### config.mk
export PLATFORM = sky130hd
export DESIGN_NAME = mem_stage_ctrl
export DESIGN_NICKNAME = d
export VERILOG_FILES = /design/src/rtl/mem_pkg.sv /design/src/rtl/mem_lane_align.sv /design/src/rtl/mem_stage_ctrl.sv
export SDC_FILE = /design/constraint.sdc
export NUM_CORES = 1
export LEC_CHECK = 0
export CORE_UTILIZATION = 43
export DETAILED_ROUTE_END_ITERATION = 7
export PLACE_DENSITY = 0.81
export REMOVE_ABC_BUFFERS = 1
export SLEW_MARGIN = 5
export SYNTH_ARGS = -nofsm -noshare
export SYNTH_HDL_FRONTEND = slang
export SYNTH_SLANG_ARGS = --single-unit
### constraint.sdc
create_clock -name clk -period 2.5 [get_ports clk]
set_input_delay 0.75 -clock clk [delete_from_list [all_inputs] [get_ports clk]]
set_output_delay 0.75 -clock clk [all_outputs]
set_load 0.005 [all_outputs]
### src/rtl/mem_pkg.sv
// Shared definitions for the memory-stage access path: access-size codes,
// controller states and the alignment rule.
package mem_pkg;

    localparam logic [1:0] SZ_BYTE = 2'd0;
    localparam logic [1:0] SZ_HALF = 2'd1;
    localparam logic [1:0] SZ_WORD = 2'd2;

    typedef enum logic [1:0] {
        ST_IDLE = 2'd0,
        ST_REQ  = 2'd1,
        ST_WAIT = 2'd2,
        ST_DONE = 2'd3
    } state_e;

    // The reserved size code is treated as a word access.
    function automatic logic is_aligned(input logic [1:0] size, input logic [1:0] addr_lo);
        logic ok;
        case (size)
            SZ_BYTE: ok = 1'b1;
            SZ_HALF: ok = ~addr_lo[0];
            default: ok = (addr_lo == 2'b00);
        endcase
        return ok;
    endfunction

endpackage

### src/rtl/mem_lane_align.sv
// Combinational byte-lane steering: store replication and byte enables,
// load byte/half extraction with sign or zero extension.
module mem_lane_align
    import mem_pkg::*;
(
    input  logic [1:0]  addr_lo_i,
    input  logic [1:0]  size_i,
    input  logic        sign_ext_i,
    input  logic [31:0] wdata_i,
    input  logic [31:0] rdata_i,
    output logic [3:0]  be_o,
    output logic [31:0] wdata_o,
    output logic [31:0] rdata_o
);

    logic [7:0]  byte_s;
    logic [15:0] half_s;

    // Store lanes: replicate the right-justified data across the word.
    always_comb begin
        be_o    = 4'b1111;
        wdata_o = wdata_i;
        case (size_i)
            SZ_BYTE: begin
                be_o    = 4'b0001 << addr_lo_i;
                wdata_o = {4{wdata_i[7:0]}};
            end
            SZ_HALF: begin
                be_o    = addr_lo_i[1] ? 4'b1100 : 4'b0011;
                wdata_o = {2{wdata_i[15:0]}};
            end
            default: begin
                be_o    = 4'b1111;
                wdata_o = wdata_i;
            end
        endcase
    end

    // Load lanes: pick the addressed byte/half and extend it.
    always_comb begin
        case (addr_lo_i)
            2'd0:    byte_s = rdata_i[7:0];
            2'd1:    byte_s = rdata_i[15:8];
            2'd2:    byte_s = rdata_i[23:16];
            default: byte_s = rdata_i[31:24];
        endcase
        half_s = addr_lo_i[1] ? rdata_i[31:16] : rdata_i[15:0];
        case (size_i)
            SZ_BYTE: rdata_o = {{24{sign_ext_i & byte_s[7]}}, byte_s};
            SZ_HALF: rdata_o = {{16{sign_ext_i & half_s[15]}}, half_s};
            default: rdata_o = rdata_i;
        endcase
    end

endmodule

### src/rtl/mem_stage_ctrl.sv
// M-stage access controller: turns EX/MEM load/store controls into a
// request/grant/rvalid bus transaction and stalls the pipeline meanwhile.
module mem_stage_ctrl
    import mem_pkg::*;
(
    input  logic        clk,
    input  logic        reset,
    input  logic        mem_read_m,
    input  logic        mem_write_m,
    input  logic [31:0] addr_m,
    input  logic [31:0] wdata_m,
    input  logic [1:0]  size_m,
    input  logic        sign_ext_m,
    output logic        stall_m,
    output logic [31:0] rdata_m,
    output logic        done_m,
    output logic        addr_err,
    output logic [31:0] bad_addr,
    output logic        bus_req,
    output logic        bus_we,
    output logic [31:0] bus_addr,
    output logic [3:0]  bus_be,
    output logic [31:0] bus_wdata,
    input  logic        bus_gnt,
    input  logic        bus_rvalid,
    input  logic [31:0] bus_rdata
);

    state_e      state_q;
    logic        bus_req_q, bus_we_q, done_q, addr_err_q;
    logic [31:0] bus_addr_q, bus_wdata_q, rdata_q, bad_addr_q;
    logic [3:0]  bus_be_q;

    logic        want_s, aligned_s, access_s;
    logic [3:0]  be_s;
    logic [31:0] wdata_s, ext_s;

    assign want_s    = mem_read_m | mem_write_m;
    assign aligned_s = is_aligned(size_m, addr_m[1:0]);
    assign access_s  = want_s & aligned_s;
    // Low in DONE so the pipeline advances exactly once per access.
    assign stall_m   = access_s & (state_q != ST_DONE);

    mem_lane_align u_align (
        .addr_lo_i  (addr_m[1:0]),
        .size_i     (size_m),
        .sign_ext_i (sign_ext_m),
        .wdata_i    (wdata_m),
        .rdata_i    (bus_rdata),
        .be_o       (be_s),
        .wdata_o    (wdata_s),
        .rdata_o    (ext_s)
    );

    // Access FSM with registered bus and pipeline-facing outputs.
    always_ff @(posedge clk) begin
        if (reset) begin
            state_q     <= ST_IDLE;
            bus_req_q   <= 1'b0;
            bus_we_q    <= 1'b0;
            bus_addr_q  <= 32'd0;
            bus_be_q    <= 4'd0;
            bus_wdata_q <= 32'd0;
            rdata_q     <= 32'd0;
            done_q      <= 1'b0;
            addr_err_q  <= 1'b0;
            bad_addr_q  <= 32'd0;
        end else begin
            addr_err_q <= 1'b0;
            case (state_q)
                ST_IDLE: begin
                    done_q <= 1'b0;
                    if (access_s) begin
                        state_q     <= ST_REQ;
                        bus_req_q   <= 1'b1;
                        bus_we_q    <= mem_write_m;
                        bus_addr_q  <= {addr_m[31:2], 2'b00};
                        bus_be_q    <= mem_write_m ? be_s : 4'b1111;
                        bus_wdata_q <= mem_write_m ? wdata_s : 32'd0;
                    end else if (want_s) begin
                        addr_err_q <= 1'b1;
                        bad_addr_q <= addr_m;
                    end
                end
                ST_REQ: begin
                    if (bus_gnt) begin
                        bus_req_q <= 1'b0;
                        if (bus_we_q) begin
                            state_q <= ST_DONE;
                            done_q  <= 1'b1;
                        end else if (bus_rvalid) begin
                            state_q <= ST_DONE;
                            done_q  <= 1'b1;
                            rdata_q <= ext_s;
                        end else begin
                            state_q <= ST_WAIT;
                        end
                    end
                end
                ST_WAIT: begin
                    if (bus_rvalid) begin
                        state_q <= ST_DONE;
                        done_q  <= 1'b1;
                        rdata_q <= ext_s;
                    end
                end
                ST_DONE: begin
                    state_q <= ST_IDLE;
                    done_q  <= 1'b0;
                end
                default: begin
                    state_q   <= ST_IDLE;
                    bus_req_q <= 1'b0;
                    done_q    <= 1'b0;
                end
            endcase
        end
    end

    assign bus_req   = bus_req_q;
    assign bus_we    = bus_we_q;
    assign bus_addr  = bus_addr_q;
    assign bus_be    = bus_be_q;
    assign bus_wdata = bus_wdata_q;
    assign rdata_m   = rdata_q;
    assign done_m    = done_q;
    assign addr_err  = addr_err_q;
    assign bad_addr  = bad_addr_q;

endmodule

==> metrics.md <==
| Metric | Value |
|---|---|
| Levels on crit path | `4` |
| Clk root buf | `clkbuf_16` |
| Period utilization | `roughly 100%` |
| Cell Area, Synth | `5703 um^2` |
| Period minus WS final | `2474 ps` |
| CTS Hold Bufs | `0` |
| First-pass GRT wire length | `28,300 um` |
| Status | `finished, final reports clean` |
| Placed cell area | `approximately 8400 um^2` |
| Seq cells post-synth | `136` |
| Total GRT Usage | `27.24%` |
| Largest net degree at the start of global routing | `64` |
| TritonCTS Buffers | `17` |
| DP HPWL | `13,000 um` |
| Share of layout cells above drive strength 1 | `12.36%` |
| DRC viols | `0` |
| Io pins | `242` |
| Worst Hold Class | `reg2reg` |
| Switch share | `29.72%` |
| Reg2Reg Depth | `7` |
| Largest family of logic cells by synthesized area | `compound AO/OA/AOI/OAI gates` |
| Sink Count | `roughly 140` |
| Slew Viols, Final | `0` |
| Ant. Diodes | `0` |
| Vias per inst | `5.376` |
| CP Cell Sequence | `clkdlybuf4s50_1, o22ai_2, nor2_2, clkdlybuf4s15_2` |
| Gr ovfl total | `0` |
| Critical Path Source | `mem_read_m` |
| Final Hold Vio Count | `0` |
| Worst Tran Pin Value | `648.7 ps` |
| Net Switching | `2425 uW` |
| Die area | `13,730 um^2` |
| Post-synthesis mux area share | `around 5.9%` |
| Sequential-to-total area share from yosys stat | `a little under half` |
| RSZ-0062 raised after global routing | `false` |
| Ys Warns | `0` |
| Worst reg2reg setup slack | `430 ps` |
| Min Hold Slack | `approximately 450 ps` |
| Setup tns final | `0 ps` |
| Via count | `5,838` |
| Most common cell after layout, fill and taps aside | `clkdlybuf4s50_1` |
| Kind of critical path | `in2out` |
| Main synth FF type | `dfxtp_1` |
| EDFF count, synth | `0` |
| Skew final | `7.302 ps` |
| Synth Instances | `657` |
| Area of the multi-input gates | `2725 um^2` |
| Initial Util | `between 40% and 50%` |
| Internal power | `5733 uW` |
| Pwr Total | `8158 uW` |
| Chip Width | `117.2 um` |
| Synth Area in Simple Gates | `between 15 and 20%` |
| Crit path max-delay family | `buffers and inverters` |
| Die height | `between 100 and 150 um` |
| Syn_area_per_cell | `8.680 um^2` |
| Slowest CP cell | `clkdlybuf4s50_1` |
| Sequential Area | `around 2700 um^2` |
| Core Rows | `41` |
| Final net count | `1,012` |
| Count of input and output buffers | `around 240` |
| Sequential power share | `34.7%` |
| WL per Instance | `~17 um` |
| Critical Path RT | `1750 ps` |
| Post-CTS setup buffers | `0` |
| Core Box Area | `12,770 um^2` |
| Final ANT Viol Nets | `0` |
| Initial antenna violation count | `2` |
| Slowest Stage Delay on Critical Path | `approximately 520 ps` |
| Endpoints failing setup | `0` |
| Async S/R FF share, synth | `0%` |
| Final WL | `about 19,000 um` |
| Worst-Skew Late Latency | `420 ps` |
| LEAKAGE | `0.003404 uW` |
| Most frequent cells in the layout | `clkdlybuf4s50_1 (232), nand2_1 (160), dfxtp_1 (136)` |
| CTS tree | `yes` |
| Worst reg2reg startpoint | `state_q[0]` |
| GP Congestion | `0.8459` |
| Distinct cells, synth | `54` |
| H-tree depth | `4` |
| FMAX | `404.2 MHz` |
| Vias in the first global route | `5,791` |
| Final core occ | `71.23%` |
| Adder-Cell Fraction of Synth Area | `around 1.1%` |
| Arr. time, crit path | `1720 ps` |
| Area Overhead vs Synth | `59.54%` |
| Setup crit end | `stall_m` |
| Worst-path fanout max | `2` |
| Max clock buf depth | `2` |
| XOR/XNOR Fraction of Synth Area | `0%` |
| Clk pwr share | `33.2%` |
| Combinational power share | `roughly a third` |
| Drt initial violations | `397` |
| Post-route cell area | `9099 um^2` |
| Compound-gate portion of the synthesized area | `22.07%` |
| Peak supply drop | `roughly 0.46 mV` |
| Drt pass-1 iters | `5` |
| R2r endpoint | `bus_be[3]` |
| Crit path launch type | `primary input` |
| CP Buf/Inv Count | `2` |
| Endpoint class of the critical path | `primary output` |
| Total of max-cap violations | `0` |
| Max-Slew Margin vs Limit | `56.65%` |
| CTS clk-pin slew, worst paths | `~60 ps` |
| Pwr Density | `896.6 nW/um^2` |
| Fillers | `between 900 and 1,000` |
-- power groups by stage --
stage	logic [uW]	clock network, uW	registers (uW)
3_5_place_dp	2600	0	2860
5_1_grt	2870	2820	2860
3_3_place_gp	2510	0	2850
4_1_cts	2620	2740	2820
2_1_floorplan	1020	0	2860
6_report	2620	2700	2830
-- through the flow --
stage	setup WS [ps]	instances
after CTS	11.63	1086
after global placement	-628.1	1055
final	26.25	1086
after floorplan	117.9	605
after detailed placement	-587.4	1055
after global routing	2.496	1086
-- area by class of cell --
| class | count | share of cell area (%) |
|---|---|---|
| clock buffer | 18 | 4.717 |
| clock inverter | 13 | 2.241 |
| inverter | 10 | 0.4125 |
| multi-input combinational | 459 | 29.95 |
| sequential | 136 | 29.92 |
| tap | 172 | 2.365 |
| timing repair buffer | 278 | 30.39 |
-- Yosys cell counts (all sizes together) (9+ instances only) --
master / instances / area [um^2]
nand2: 160 / 600.6
dfxtp: 136 / 2723
a21oi: 78 / 401.6
nor2: 47 / 181.4
a211oi: 33 / 297.8
buf: 27 / 155.2
clkbuf: 26 / 97.59
mux2i: 18 / 180.2
a22o: 16 / 140.1
mux2: 14 / 157.7
o21ai: 12 / 60.05
inv: 10 / 37.54
nand3: 9 / 45.04
-- how the worst min path moves through the flow --
stage	start	to	cells past startpoint
CTS	bad_addr[12]	bad_addr[12]	2
finish	bad_addr[12]	bad_addr[12]	2
floorplan	bus_be[3]	bus_be[3]	2
global placement	bus_wdata[12]	bus_wdata[12]	2
global route	bad_addr[2]	bad_addr[2]	2
detailed placement	bad_addr[12]	bad_addr[12]	2
-- logic make-up after synthesis --
kind of cell / Yosys count
adders and majority gates: 5
muxes: 32
buffers and inverters: 63
other: 1
DFF: 136
AOI/OAI and AO/OA: 179
and+or+nand+nor: 241
-- tightest hold or removal path: cells and delay by family, from the launching register on --
family / cells / cell delay, ps
AND/OR/NAND/NOR: 1 / 50
AO/OA/AOI/OAI: 1 / 50
flip-flops: 1 / 300
-- flip-flops by register name, summed over array words and instances (netlist names) --
register   cells
addr_err       1
bad_addr      32
bus_addr      30
bus_be         4
bus_req        1
bus_wdata     32
bus_we         1
done_m         1
rdata_m       32
state_q        2
-- metal layers --
| metal | part of all wire [%] | global-route usage, % |
|---|---|---|
| met1 | 40 | 29.40 |
| met2 | 50 | 48.78 |
| met3 | 7.8 | 8.857 |
| met4 | 1.9 | 11.56 |
| met5 | 0.12 | 0 |
-- timing repair --
action,CTS,global route
pin swaps,3,0
endpoints found under the setup margin,17,23
gates resized for setup,8,4
Note: power is estimated with default switching activity, not from simulation.
